<file path="src/rtl/cw_reader_pkg.sv">
// Shared definitions for the ChipWatcher trace read-back path: FSM state codes,
// CRC-16-CCITT constants and a constant clog2 used to size counters.
package cw_reader_pkg;

  localparam logic [2:0] ST_IDLE  = 3'd0;
  localparam logic [2:0] ST_FETCH = 3'd1;
  localparam logic [2:0] ST_WAIT  = 3'd2;
  localparam logic [2:0] ST_LOAD  = 3'd3;
  localparam logic [2:0] ST_SHIFT = 3'd4;
  localparam logic [2:0] ST_CRC   = 3'd5;
  localparam logic [2:0] ST_DONE  = 3'd6;

  localparam logic [15:0] CRC_POLY = 16'h1021;
  localparam logic [15:0] CRC_INIT = 16'hFFFF;

  // Never returns less than 1 so the result can always size a counter.
  function automatic int clog2(input int value);
    int result;
    result = 0;
    while ((1 << result) < value) result++;
    return (result < 1) ? 1 : result;
  endfunction

endpackage

</file>
<file path="src/rtl/cw_sample_reader_crc.sv">
// Serial CRC-16-CCITT, one bit per clock, MSB-first register update.
// Exposes the post-update value so the caller can grab the CRC including the current bit.
module cw_crc16_serial
  import cw_reader_pkg::*;
(
  input  logic        i_clk,
  input  logic        i_rst_n,
  input  logic        i_clr,
  input  logic        i_en,
  input  logic        i_din,
  output logic [15:0] o_crc,
  output logic [15:0] o_crc_next
);

  logic [15:0] r_crc;
  logic        w_fb;

  assign w_fb       = r_crc[15] ^ i_din;
  assign o_crc_next = {r_crc[14:0], 1'b0} ^ (w_fb ? CRC_POLY : 16'h0000);
  assign o_crc      = r_crc;

  always_ff @(posedge i_clk or negedge i_rst_n) begin
    if (!i_rst_n) begin
      r_crc <= CRC_INIT;
    end else if (i_clr) begin
      r_crc <= CRC_INIT;
    end else if (i_en) begin
      r_crc <= o_crc_next;
    end
  end

endmodule

</file>
<file path="src/rtl/cw_sample_reader.sv">
// Unloads the ChipWatcher trace RAM oldest-first onto a JTAG data chain, LSB first.
// Define CW_READ_CRC_EN to append a 16-bit CRC-16-CCITT of the data stream before DONE.
module cw_sample_reader
  import cw_reader_pkg::*;
#(
  parameter int DATA_WIDTH  = 40,
  parameter int ADDR_WIDTH  = 16,
  parameter int DEPTH       = 1024,
  parameter int RAM_LATENCY = 1
) (
  input  logic                  jtck,
  input  logic                  jrstn,
  input  logic                  jsel,
  input  logic                  jshift,
  input  logic                  jupdate,
  input  logic                  cap_done,
  input  logic [ADDR_WIDTH-1:0] cap_wr_ptr,
  output logic                  rd_ce,
  output logic [ADDR_WIDTH-1:0] rd_addr,
  input  logic [DATA_WIDTH-1:0] rd_data,
  output logic                  jtdo,
  output logic                  rd_busy,
  output logic                  rd_done
);

  localparam int WCNT_W = clog2(DEPTH + 1);
  localparam int BCNT_W = clog2(DATA_WIDTH);
  localparam logic [ADDR_WIDTH-1:0] LAST_ADDR = ADDR_WIDTH'(DEPTH - 1);
  localparam logic [WCNT_W-1:0]     LAST_WORD = WCNT_W'(DEPTH - 1);
  localparam logic [BCNT_W-1:0]     LAST_BIT  = BCNT_W'(DATA_WIDTH - 1);

  logic [2:0]             r_state;
  logic                   r_rd_ce;
  logic [ADDR_WIDTH-1:0]  r_rd_addr;
  logic [DATA_WIDTH-1:0]  r_shift;
  logic [DATA_WIDTH-1:0]  r_prefetch;
  logic                   r_pf_valid;
  logic [WCNT_W-1:0]      r_word_cnt;
  logic [BCNT_W-1:0]      r_bit_cnt;
  logic                   r_busy;
  logic                   r_done;
  logic [RAM_LATENCY-1:0] r_ce_pipe;

  logic                  w_start;
  logic                  w_shift_en;
  logic                  w_data_valid;
  logic                  w_word_end;
  logic                  w_last_word;
  logic                  w_do_shift;
  logic [ADDR_WIDTH-1:0] w_next_addr;

  assign w_start      = jupdate & jsel & cap_done;
  assign w_shift_en   = jsel & jshift;
  assign w_data_valid = r_ce_pipe[RAM_LATENCY-1];
  assign w_word_end   = (r_bit_cnt == LAST_BIT);
  assign w_last_word  = (r_word_cnt == LAST_WORD);
  assign w_next_addr  = (r_rd_addr == LAST_ADDR) ? '0 : r_rd_addr + 1'b1;
  // At a word boundary the shift stalls until the next word has been prefetched.
  assign w_do_shift   = (r_state == ST_SHIFT) & w_shift_en &
                        (~w_word_end | w_last_word | r_pf_valid);

  assign rd_ce   = r_rd_ce;
  assign rd_addr = r_rd_addr;
  assign rd_busy = r_busy;
  assign rd_done = r_done;

`ifdef CW_READ_CRC_EN
  logic [15:0] r_crc_sr;
  logic [3:0]  r_crc_cnt;
  logic [15:0] w_crc;
  logic [15:0] w_crc_next;

  cw_crc16_serial u_crc (
    .i_clk      (jtck),
    .i_rst_n    (jrstn),
    .i_clr      (w_start),
    .i_en       (w_do_shift),
    .i_din      (r_shift[0]),
    .o_crc      (w_crc),
    .o_crc_next (w_crc_next)
  );

  // The CRC is captured on the last data bit so its first bit follows with no gap.
  always_ff @(posedge jtck or negedge jrstn) begin
    if (!jrstn) begin
      r_crc_sr  <= '0;
      r_crc_cnt <= '0;
    end else if (w_do_shift && w_word_end && w_last_word) begin
      r_crc_sr  <= w_crc_next;
      r_crc_cnt <= '0;
    end else if (r_state == ST_CRC && w_shift_en) begin
      r_crc_sr  <= r_crc_sr >> 1;
      r_crc_cnt <= r_crc_cnt + 1'b1;
    end
  end

  assign jtdo = (r_state == ST_CRC) ? r_crc_sr[0] : r_shift[0];
`else
  assign jtdo = r_shift[0];
`endif

  always_ff @(posedge jtck or negedge jrstn) begin
    if (!jrstn) begin
      r_state    <= ST_IDLE;
      r_rd_ce    <= 1'b0;
      r_rd_addr  <= '0;
      r_shift    <= '0;
      r_prefetch <= '0;
      r_pf_valid <= 1'b0;
      r_word_cnt <= '0;
      r_bit_cnt  <= '0;
      r_busy     <= 1'b0;
      r_done     <= 1'b0;
      r_ce_pipe  <= '0;
    end else begin
      r_rd_ce      <= 1'b0;
      r_ce_pipe[0] <= r_rd_ce;
      for (int i = 1; i < RAM_LATENCY; i++) r_ce_pipe[i] <= r_ce_pipe[i-1];

      // Aborts and restarts flush the read tracking so late RAM data is never used.
      if (r_busy && !cap_done) begin
        r_state    <= ST_IDLE;
        r_busy     <= 1'b0;
        r_done     <= 1'b0;
        r_shift    <= '0;
        r_pf_valid <= 1'b0;
        r_ce_pipe  <= '0;
      end else if (w_start) begin
        r_state    <= ST_FETCH;
        r_rd_ce    <= 1'b1;
        r_rd_addr  <= cap_wr_ptr;
        r_word_cnt <= '0;
        r_bit_cnt  <= '0;
        r_busy     <= 1'b1;
        r_done     <= 1'b0;
        r_shift    <= '0;
        r_pf_valid <= 1'b0;
        r_ce_pipe  <= '0;
      end else begin
        case (r_state)
          ST_FETCH: r_state <= ST_WAIT;
          ST_WAIT: begin
            if (w_data_valid) begin
              r_prefetch <= rd_data;
              r_state    <= ST_LOAD;
            end
          end
          ST_LOAD: begin
            r_shift   <= r_prefetch;
            r_bit_cnt <= '0;
            r_rd_addr <= w_next_addr;
            r_rd_ce   <= (int'(r_word_cnt) + 1 < DEPTH);
            r_state   <= ST_SHIFT;
          end
          ST_SHIFT: begin
            if (w_data_valid) begin
              r_prefetch <= rd_data;
              r_pf_valid <= 1'b1;
            end
            if (w_do_shift) begin
              if (!w_word_end) begin
                r_shift   <= r_shift >> 1;
                r_bit_cnt <= r_bit_cnt + 1'b1;
              end else if (w_last_word) begin
                r_shift    <= '0;
                r_word_cnt <= r_word_cnt + 1'b1;
`ifdef CW_READ_CRC_EN
                r_state    <= ST_CRC;
`else
                r_state    <= ST_DONE;
                r_busy     <= 1'b0;
                r_done     <= 1'b1;
`endif
              end else begin
                r_shift    <= r_prefetch;
                r_pf_valid <= 1'b0;
                r_bit_cnt  <= '0;
                r_word_cnt <= r_word_cnt + 1'b1;
                r_rd_addr  <= w_next_addr;
                r_rd_ce    <= (int'(r_word_cnt) + 2 < DEPTH);
              end
            end
          end
`ifdef CW_READ_CRC_EN
          ST_CRC: begin
            if (w_shift_en && r_crc_cnt == 4'd15) begin
              r_state <= ST_DONE;
              r_busy  <= 1'b0;
              r_done  <= 1'b1;
            end
          end
`endif
          default: ;
        endcase
      end
    end
  end

endmodule

</file>
<file path="config.mk">
export PLATFORM = sky130hd
export DESIGN_NAME = cw_sample_reader
export DESIGN_NICKNAME = d
export VERILOG_FILES = /design/src/rtl/cw_reader_pkg.sv /design/src/rtl/cw_sample_reader_crc.sv /design/src/rtl/cw_sample_reader.sv
export SDC_FILE = /design/constraint.sdc
export NUM_CORES = 1
export LEC_CHECK = 0
export CAP_MARGIN = 20
export CELL_PAD_IN_SITES_DETAIL_PLACEMENT = 1
export CELL_PAD_IN_SITES_GLOBAL_PLACEMENT = 1
export CORE_ASPECT_RATIO = 0.9
export CORE_UTILIZATION = 44
export DETAILED_ROUTE_END_ITERATION = 12
export PLACE_DENSITY_LB_ADDON = 0.1
export SLEW_MARGIN = 20
export SYNTH_ARGS = -nofsm -noshare
export SYNTH_HDL_FRONTEND = slang
export SYNTH_SLANG_ARGS = --single-unit
</file>
<file path="constraint.sdc">
create_clock -name jtck -period 2.5 [get_ports jtck]
set_input_delay 0.25 -clock jtck [delete_from_list [all_inputs] [get_ports jtck]]
set_output_delay 0.25 -clock jtck [all_outputs]
set_load 0.05 [all_outputs]
</file>
* Word-level counts from Yosys, hierarchy flattened *
Index checks and enable logic that the tools add are counted.
W data, S select, Z words.

storage, ports and cells
  register bits after elaboration = 121
  output and inout bits = 20

operators by class
  eq/ne operators = 15
  reduce and logical (&&, ||, !) cells = 20
  magnitude comparators = 2
  multiplexer cells = 55
  bitwise operators = 10
  $add $sub $neg = 5

operator list
  operator                 count
  $mux W40                 5
  $mux W16                 5
  $pmux W40 S2             1
  $mux W11                 4
  $pmux W16 S2             1
  $mux W1                  26
  $lt A12 B11 Y1 const B   2
  $mux W6                  4
  $mux W3                  6
  $add A16 B1 Y16 const B  1
  $eq A16 B10 Y1 const B   1
  $reduce_and A4 Y1        4
  $reduce_bool A3 Y1       5
  $add A11 B1 Y12 const B  1
  $add A11 B2 Y12 const B  1
  $ne A4 B3 Y1 const B     3
  $pmux W3 S4              1
  $pmux W6 S2              1
  $add A11 B1 Y11 const B  1
  $eq A11 B10 Y1 const B   1
  $reduce_and A5 Y1        2
  $ne A3 B3 Y1 const B     3
  $ne A4 B4 Y1 const B     2
  $add A6 B1 Y6 const B    1
  other kinds (15)         25

* Longest topological paths before layout *
Gate-level depths: netlist (run 1).

  word-level depth = 9
  gate-level depth with buffers = 9

* Worst setup path before layout (run 1) *
OpenSTA, ideal clock, no wires.

  kind = reg2reg
  start point = reg r_rd_addr[0], in the netlist rd_addr[0]
  end point = reg r_rd_addr[0], in the netlist rd_addr[0]
  cell stages (with the launch flop) = 8
  data arrival time = 2.308 ns
  library setup time = 0.125 ns
  slack = 0.067 ns
  clock period less this slack = 2.433 ns
  path buffers = 1
  cells stage by stage = dfrtp_1 -> ha_1 -> and4_1 -> nand4_1 -> o21ai_2 -> buf_2 -> o21ai_0 -> mux2_2

on the way
  cells in the longest elaborated chain, start to end = 7

ends and longest elaborated chain
  item                                                      RTL line                 text
  start, declared                                           cw_sample_reader.sv:34   logic [ADDR_WIDTH-1:0] r_rd_addr;
  start signal, assigned                                    cw_sample_reader.sv:131  r_rd_addr <= cap_wr_ptr;
  start signal, assigned                                    cw_sample_reader.sv:151  r_rd_addr <= w_next_addr;
  start signal, assigned                                    cw_sample_reader.sv:179  r_rd_addr <= w_next_addr;
  $add A16 B1 Y16 / $eq A16 B10 Y1 (equally long branches)  cw_sample_reader.sv:57   assign w_next_addr = (r_rd_addr == LAST_ADDR) ? '0 : r_rd_addr + 1'b1;
  $mux W16 (*)                                              cw_sample_reader.sv:57
  $mux W16                                                  cw_sample_reader.sv:164  end else if (w_last_word) begin
  $mux W16                                                  cw_sample_reader.sv:161  if (!w_word_end) begin
  $mux W16                                                  cw_sample_reader.sv:160  if (w_do_shift) begin
  $pmux W16 S2 (*)                                          cw_sample_reader.sv:140  case (r_state)
  $mux W16 (*)                                              cw_sample_reader.sv:128  end else if (w_start) begin

Every way passes the cells marked *; elsewhere a longest branch is shown, timed or not. The select of a mux whose other input is x is not followed.
A chain may end at the register's enable or synchronous reset.

* Worst setup path in the final report (run 1) *
  start point = reg r_state[0]
  end point = reg r_bit_cnt[3]

on the way
  cells in the longest elaborated chain, start to end = 5

ends and longest elaborated chain
  item                                RTL line                                         text
  start, declared                     cw_sample_reader.sv:32                           logic [2:0] r_state;
  start signal, assigned              cw_sample_reader.sv:104                          r_state <= ST_IDLE;
  start signal, assigned              cw_sample_reader.sv:122                          r_state <= ST_IDLE;
  start signal, assigned              cw_sample_reader.sv:129                          r_state <= ST_FETCH;
  $eq A3 B3 Y1                        cw_sample_reader.sv:59, cw_sample_reader.sv:140
  $and A1 B1 Y1 (2 in a row)          cw_sample_reader.sv:59                           assign w_do_shift = (r_state == ST_SHIFT) & w_shift_en &
  $ne A3 B3 Y1 (no source line)       n/a
  $reduce_and A4 Y1 (no source line)  n/a
  end signal, assigned                cw_sample_reader.sv:163                          r_bit_cnt <= r_bit_cnt + 1'b1;
  end, declared                       cw_sample_reader.sv:39                           logic [BCNT_W-1:0] r_bit_cnt;

Several ways; a longest one is shown, not always the timed one.

==> results of run 1 <==
power by group:
group          switching [uW]  total [uW]  internal, uW
Combinational            1380        2550          1170
Sequential                604        3290          2690
Clock                     864        2550          1690
Total                    2840        8390          5540
cells by family (layout without fill, tap and decap cells):
family	count (synthesis)	after routing	share of synthesized area
buf+inv	37	146	0.0314
simple gates	176	176	0.171
compound gates	139	140	0.188
fa+ha+maj	3	3	0.00641
flops	121	121	0.517
xor+xnor	3	3	0.00449
mux	43	43	0.0823
registers in the layout, summed over array words and instances (netlist names):
signal,flops
r_bit_cnt,6
r_ce_pipe,1
r_pf_valid,1
r_prefetch,40
r_shift,40
r_state,3
r_word_cnt,11
rd_addr,16
rd_busy,1
rd_ce,1
rd_done,1
synthesized netlist by cell type, types with 5 or more instances:
cell type	count	share of area
mux2_2	37	0.071
nand2_1	45	0.029
a221o_1	39	0.067
o21ai_0	14	0.012
clkbuf_1	13	0.0083
o211ai_1	12	0.015
a21oi_1	23	0.020
or4_1	5	0.0064
dfrtp_1	121	0.52
and3_1	10	0.011
nand3_1	18	0.015
a22o_1	10	0.015
nor2_1	12	0.0077
and2_1	46	0.049
buf_2	17	0.015
and4_1	7	0.010
o31ai_1	13	0.017
nand4_1	5	0.0053
a31oi_1	6	0.0064
worst max-delay path by stage:
stage | to | slack (ns) | depth (start not counted)
floorplan | rd_addr[0] | 0.07 | 7
global placement | r_shift[13] | 0.04 | 7
detailed placement | r_shift[20] | -0.13 | 6
CTS | r_shift[27] | -0.005 | 6
global route | r_shift[20] | 0.06 | 6
finish | r_bit_cnt[3] | 0.18 | 6
area by class of cell:
type,instances,area (um2)
Inverter,2,7.51
Fill cell,1315,5160
Tap cell,164,205
Timing Repair Buffer,114,1120
Clock inverter,7,115
Clock buffer,23,498
Sequential cell,121,3030
Multi-Input combinational cell,365,2700
what timing repair did:
action                     4_1_cts  5_1_grt
hold endpoints to repair        44        0
gates cloned                     1        0
setup endpoints to repair       38       29
hold buffers                     1        0
setup buffers                    1        0
pin swaps                        2        0
gates resized for setup          0        3
per-stage QoR:
| step | hold slack (ns) | utilization | worst slack, ns | instance area [um2] |
|---|---|---|---|---|
| after CTS | 0.416 | 0.596 | -0.00509 | 7650 |
| after global routing | 0.442 | 0.598 | 0.0600 | 7670 |
| after floorplan | -0.0456 | - | 0.0671 | 5860 |
| after detailed placement | 0.330 | 0.546 | -0.126 | 7010 |
| final | 0.404 | 0.598 | 0.183 | 7670 |
| after global placement | 0.315 | 0.546 | 0.0416 | 7010 |
metal layers:
layer,GRT usage,up-vias,part of all wire
li1,-,2177,-
met1,0.346,2490,0.45
met2,0.420,102,0.50
met3,0.0517,16,0.040
met4,0.0787,0,0.011
met5,0,-,0
==> impl_metrics.py, run 1 <==
metrics = {
    "route": {
        "drtAntennaViolNets": 0,
        "vias": 4785,
        "drt-initial-drc-count": 298,
        "avgViaCountPerCell": 6.01,
        "drt-total-wl_um": 16300,
        "wl_per_cell_um": 20.5,
        "route.detailed.drc": 0,
        "first_pass_iters": 4,
    },
    "timing": {
        "slew_violations": 0,
        "hold_viol": 0,
        "rsz0062_at_grt": "false",
        "max_freq_ghz": 0.432,
        "post-route-min-period_ns": 2.32,
        "fin_setup_tns_ns": 0,
        "finClkSkew_ns": 0.00797,
        "relSlewSlack": 0.490,
        "tightest_slew_ns": 0.763,
        "finalCritPeriodShare": 0.927,
        "setup_viol": 0,
    },
    "die": {
        "rows": 39,
        "die_y_um": 111,
        "initial_utilization": 0.456,
        "die_width_um": 124,
        "dieArea_um2": 13800,
        "num_io_pins": 82,
        "core_um2": 12800,
    },
    "clocking": {
        "htreeDepth": 4,
        "clk_latency_ns": 0.41,
        "cts_tree": "yes",
        "clockRootBuffer": "clkbuf_16",
        "clkSlewWorstSetupHoldPaths_ns": 0.05,
        "numCtsBuffers": 17,
        "cts_max_path_buffers": 2,
        "cts.sinks": 121,
    },
    "global_routing": {
        "grt_pass1_wl_um": 27500,
        "grt_max_degree": 48,
        "overflow": 0,
        "grt_usage": 0.258,
        "antenna_found_initial": 0,
        "grt_pass1_vias": 5234,
    },
    "placed_design": {
        "io_buffers": 81,
        "routabilityCongestion": 0.835,
        "dpl.hpwl_um": 10700,
        "placedCellCount": 763,
    },
    "setup_path": {
        "endpoint_kind": "flop",
        "r2r_cells": 6,
        "slowest_stage": "or4_1",
        "cp_max_fo": 8,
        "critical_path.cell_chain": "or3b_1, buf_4, nand3_2, nand2_2, or4_1, a21oi_1",
        "cp.required_ns": 2.83,
        "startpoint_type": "flop",
        "path_delay_family": "simple AND/OR/NAND/NOR gates",
        "path_buf_inv": 1,
        "worstSetupPathType": "reg -> reg",
        "startpoint": "r_state[0]",
        "slowest_delay_ns": 0.56,
        "r2r_start": "r_state[0]",
        "regToRegSetupSlack_ns": 0.18,
        "arrival_ns": 2.65,
        "r2r-end": "r_bit_cnt[3]",
    },
    "synthesis": {
        "synth-seq-area-share": 0.517,
        "syn_area_um2": 5860,
        "ys_async_sr_fraction": 1.00,
        "netlist_instances": 522,
        "synthFlopType": "dfrtp_1",
        "synth.distinct_cells": 61,
        "synth_enable_flop_cells": 0,
        "syn-num-nets": 587,
        "synth.yosys.warnings": 0,
        "ys_ff_latch": 121,
        "syn_avg_cell_area_um2": 11.2,
    },
    "power": {
        "p_leak_uw": 0.00337,
        "ir_worst_vdd_mv": 0.513,
        "total_power_uw": 8390,
        "power_density_nw_per_um2": 1090,
    },
    "final_layout": {
        "instances_no_fill": 796,
        "drive_gt1_frac": 0.184,
        "final_common_cell": "dfrtp_1",
        "areaGrowthSynthToFinish_pct": 31.0,
        "final_cell_mix": "121 x dfrtp_1, 80 x clkdlybuf4s50_1, 46 x and2_1",
        "diodes": 0,
        "layout.nets": 686,
    },
    "min_path": {
        "hold_path_class": "in -> async",
    },
    "status": {
        "outcome": "completed",
    },
    "flow_run": {
        "maxCapViolCount": 0,
    },
}
Power figures use the tool's default switching activity.
==> run 2: changes to the inputs <==
ABC_CLOCK_PERIOD_IN_PS = 2500   (was unset)
PLACE_DENSITY = 0.79   (was unset)
PLACE_DENSITY_LB_ADDON = unset   (was 0.1)
SETUP_SLACK_MARGIN = 0.4   (was unset)
==> impl_metrics.py, run 2 (synthesis gave the netlist of run 1 again) <==
metrics = {
    "timing": {
        "hold_viol": 0,
        "post-route-min-period_ns": 2.19,
        "fin_ws_ns": 0.313,
        "tightest_slew_ns": 0.741,
        "fin_setup_tns_ns": 0,
        "slew_violations": 0,
        "rsz0062_at_grt": "true",
        "finalCritPeriodShare": 0.875,
        "setup_viol": 0,
        "finClkSkew_ns": 0.0123,
        "relSlewSlack": 0.505,
        "max_freq_ghz": 0.457,
    },
    "final_layout": {
        "layout.nets": 713,
        "fin_area_um2": 8140,
        "final_common_cell": "dfrtp_1",
        "final_cell_mix": "110 x dfrtp_1, 80 x clkdlybuf4s50_1, 46 x buf_4",
        "diodes": 0,
        "areaGrowthSynthToFinish_pct": 39.0,
        "drive_gt1_frac": 0.265,
        "fin_util": 0.634,
    },
    "placed_design": {
        "routabilityCongestion": 0.844,
        "dpl.hpwl_um": 10400,
        "io_buffers": 81,
        "post-place-ws_ns": -0.134,
        "placed_cell_area_um2": 6970,
    },
    "global_routing": {
        "antenna_found_initial": 0,
        "grt_pass1_vias": 5394,
        "overflow": 0,
        "grt_max_degree": 49,
        "grt_usage": 0.272,
        "grt_pass1_wl_um": 28500,
    },
    "clocking": {
        "clk_latency_ns": 0.42,
        "clkSlewWorstSetupHoldPaths_ns": 0.07,
        "numCtsBuffers": 17,
        "cts_tree": "yes",
        "cts.sinks": 121,
        "clockRootBuffer": "clkbuf_16",
        "htreeDepth": 4,
        "cts_max_path_buffers": 2,
    },
    "power": {
        "combPwrFrac": 0.341,
        "p_leak_uw": 0.00355,
        "ir_worst_vdd_mv": 0.554,
        "total_power_uw": 8810,
        "power_density_nw_per_um2": 1080,
        "p_sw_uw": 3170,
        "seq_power_share": 0.380,
        "p_int_uw": 5640,
        "switching_share": 0.360,
        "p_clk_frac": 0.278,
    },
    "setup_path": {
        "worstSetupPathType": "reg -> reg",
        "r2r_start": "r_bit_cnt[1]",
        "critical_path.cell_chain": "ha_4, and4bb_2, and2_4, o2111ai_1, buf_4, or4_1, a21oi_1",
        "arrival_ns": 2.51,
        "slowest_stage": "or4_1",
        "cp_max_fo": 7,
        "regToRegSetupSlack_ns": 0.31,
        "r2r-end": "r_word_cnt[9]",
        "startpoint_type": "flop",
        "endpoint_kind": "flop",
        "slowest_delay_ns": 0.50,
        "cp.required_ns": 2.83,
        "r2r_cells": 7,
    },
    "die": {
        "die_y_um": 111,
        "rows": 39,
        "core_um2": 12800,
        "initial_utilization": 0.456,
        "die_width_um": 124,
        "dieArea_um2": 13800,
        "num_io_pins": 82,
    },
    "route": {
        "drt-total-wl_um": 20000,
        "avgViaCountPerCell": 6.26,
        "vias": 5161,
        "drtAntennaViolNets": 0,
        "wl_per_cell_um": 24.3,
        "route.detailed.drc": 0,
        "drt-initial-drc-count": 378,
        "first_pass_iters": 5,
    },
    "flow_run": {
        "maxCapViolCount": 0,
    },
    "min_path": {
        "hold_path_class": "in -> async",
    },
    "status": {
        "outcome": "completed",
    },
}
==> run 2: how the worst max path moves through the flow <==
stage            startpoint       endpoint  cells past startpoint
2_1_floorplan    rd_addr[0]     rd_addr[0]                      7
3_3_place_gp   r_bit_cnt[0]    r_shift[12]                      6
3_5_place_dp   r_bit_cnt[0]    r_shift[38]                      6
4_1_cts        r_bit_cnt[1]     r_shift[0]                      7
5_1_grt        r_bit_cnt[1]  r_word_cnt[9]                      7
6_report       r_bit_cnt[1]  r_word_cnt[9]                      7
==> run 2: metal layers <==
layer	part of all wire	track usage	vias to the layer above
met5	0	0	-
met4	0.039	0.119	0
met3	0.050	0.0574	65
met2	0.49	0.441	213
met1	0.42	0.349	2642
li1	-	-	2241
==> run 2: area by class of cell <==
class                      instances  area (um2)
clock buffer                      20         457
sequential                       121        3040
multi-input combinational        365        2880
timing repair buffer             141        1420
inverter                           2        7.51
fill                            1277        4690
clock inverter                    12         125
tap                              164         205
==> run 2: what timing repair did <==
item / CTS / global route
endpoints found under the setup margin: 67 / 62
hold buffers: 1 / 0
pin swaps: 9 / 10
endpoints found under the hold margin: 27 / 0
gates cloned: 3 / 2
buffers inserted: 22 / 17
gates resized for setup: 23 / 16
==> run 2: worst max-delay path: cells and delay by family, from the launching register on <==
kind | cells | cell delay [ns]
and+or+nand+nor | 3 | 0.99
adders and majority gates | 1 | 0.15
DFF | 1 | 0.41
AOI/OAI and AO/OA | 2 | 0.35
buffers and inverters | 1 | 0.19
==> run 2: power by group through the flow <==
stage / Combinational, uW / Sequential (uW) / Clock [uW]
2_1_floorplan: 1280 / 3560 / 0
3_3_place_gp: 2380 / 3270 / 0
3_5_place_dp: 2500 / 3310 / 0
4_1_cts: 2800 / 3310 / 2450
5_1_grt: 3160 / 3420 / 2560
6_report: 3010 / 3350 / 2450
==> run 2: metrics by stage <==
stage / hold slack, ns / cells
finish: 0.330 / 825
global route: 0.379 / 825
CTS: 0.334 / 806
detailed placement: 0.228 / 748
global placement: 0.217 / 748
floorplan: -0.0456 / 522
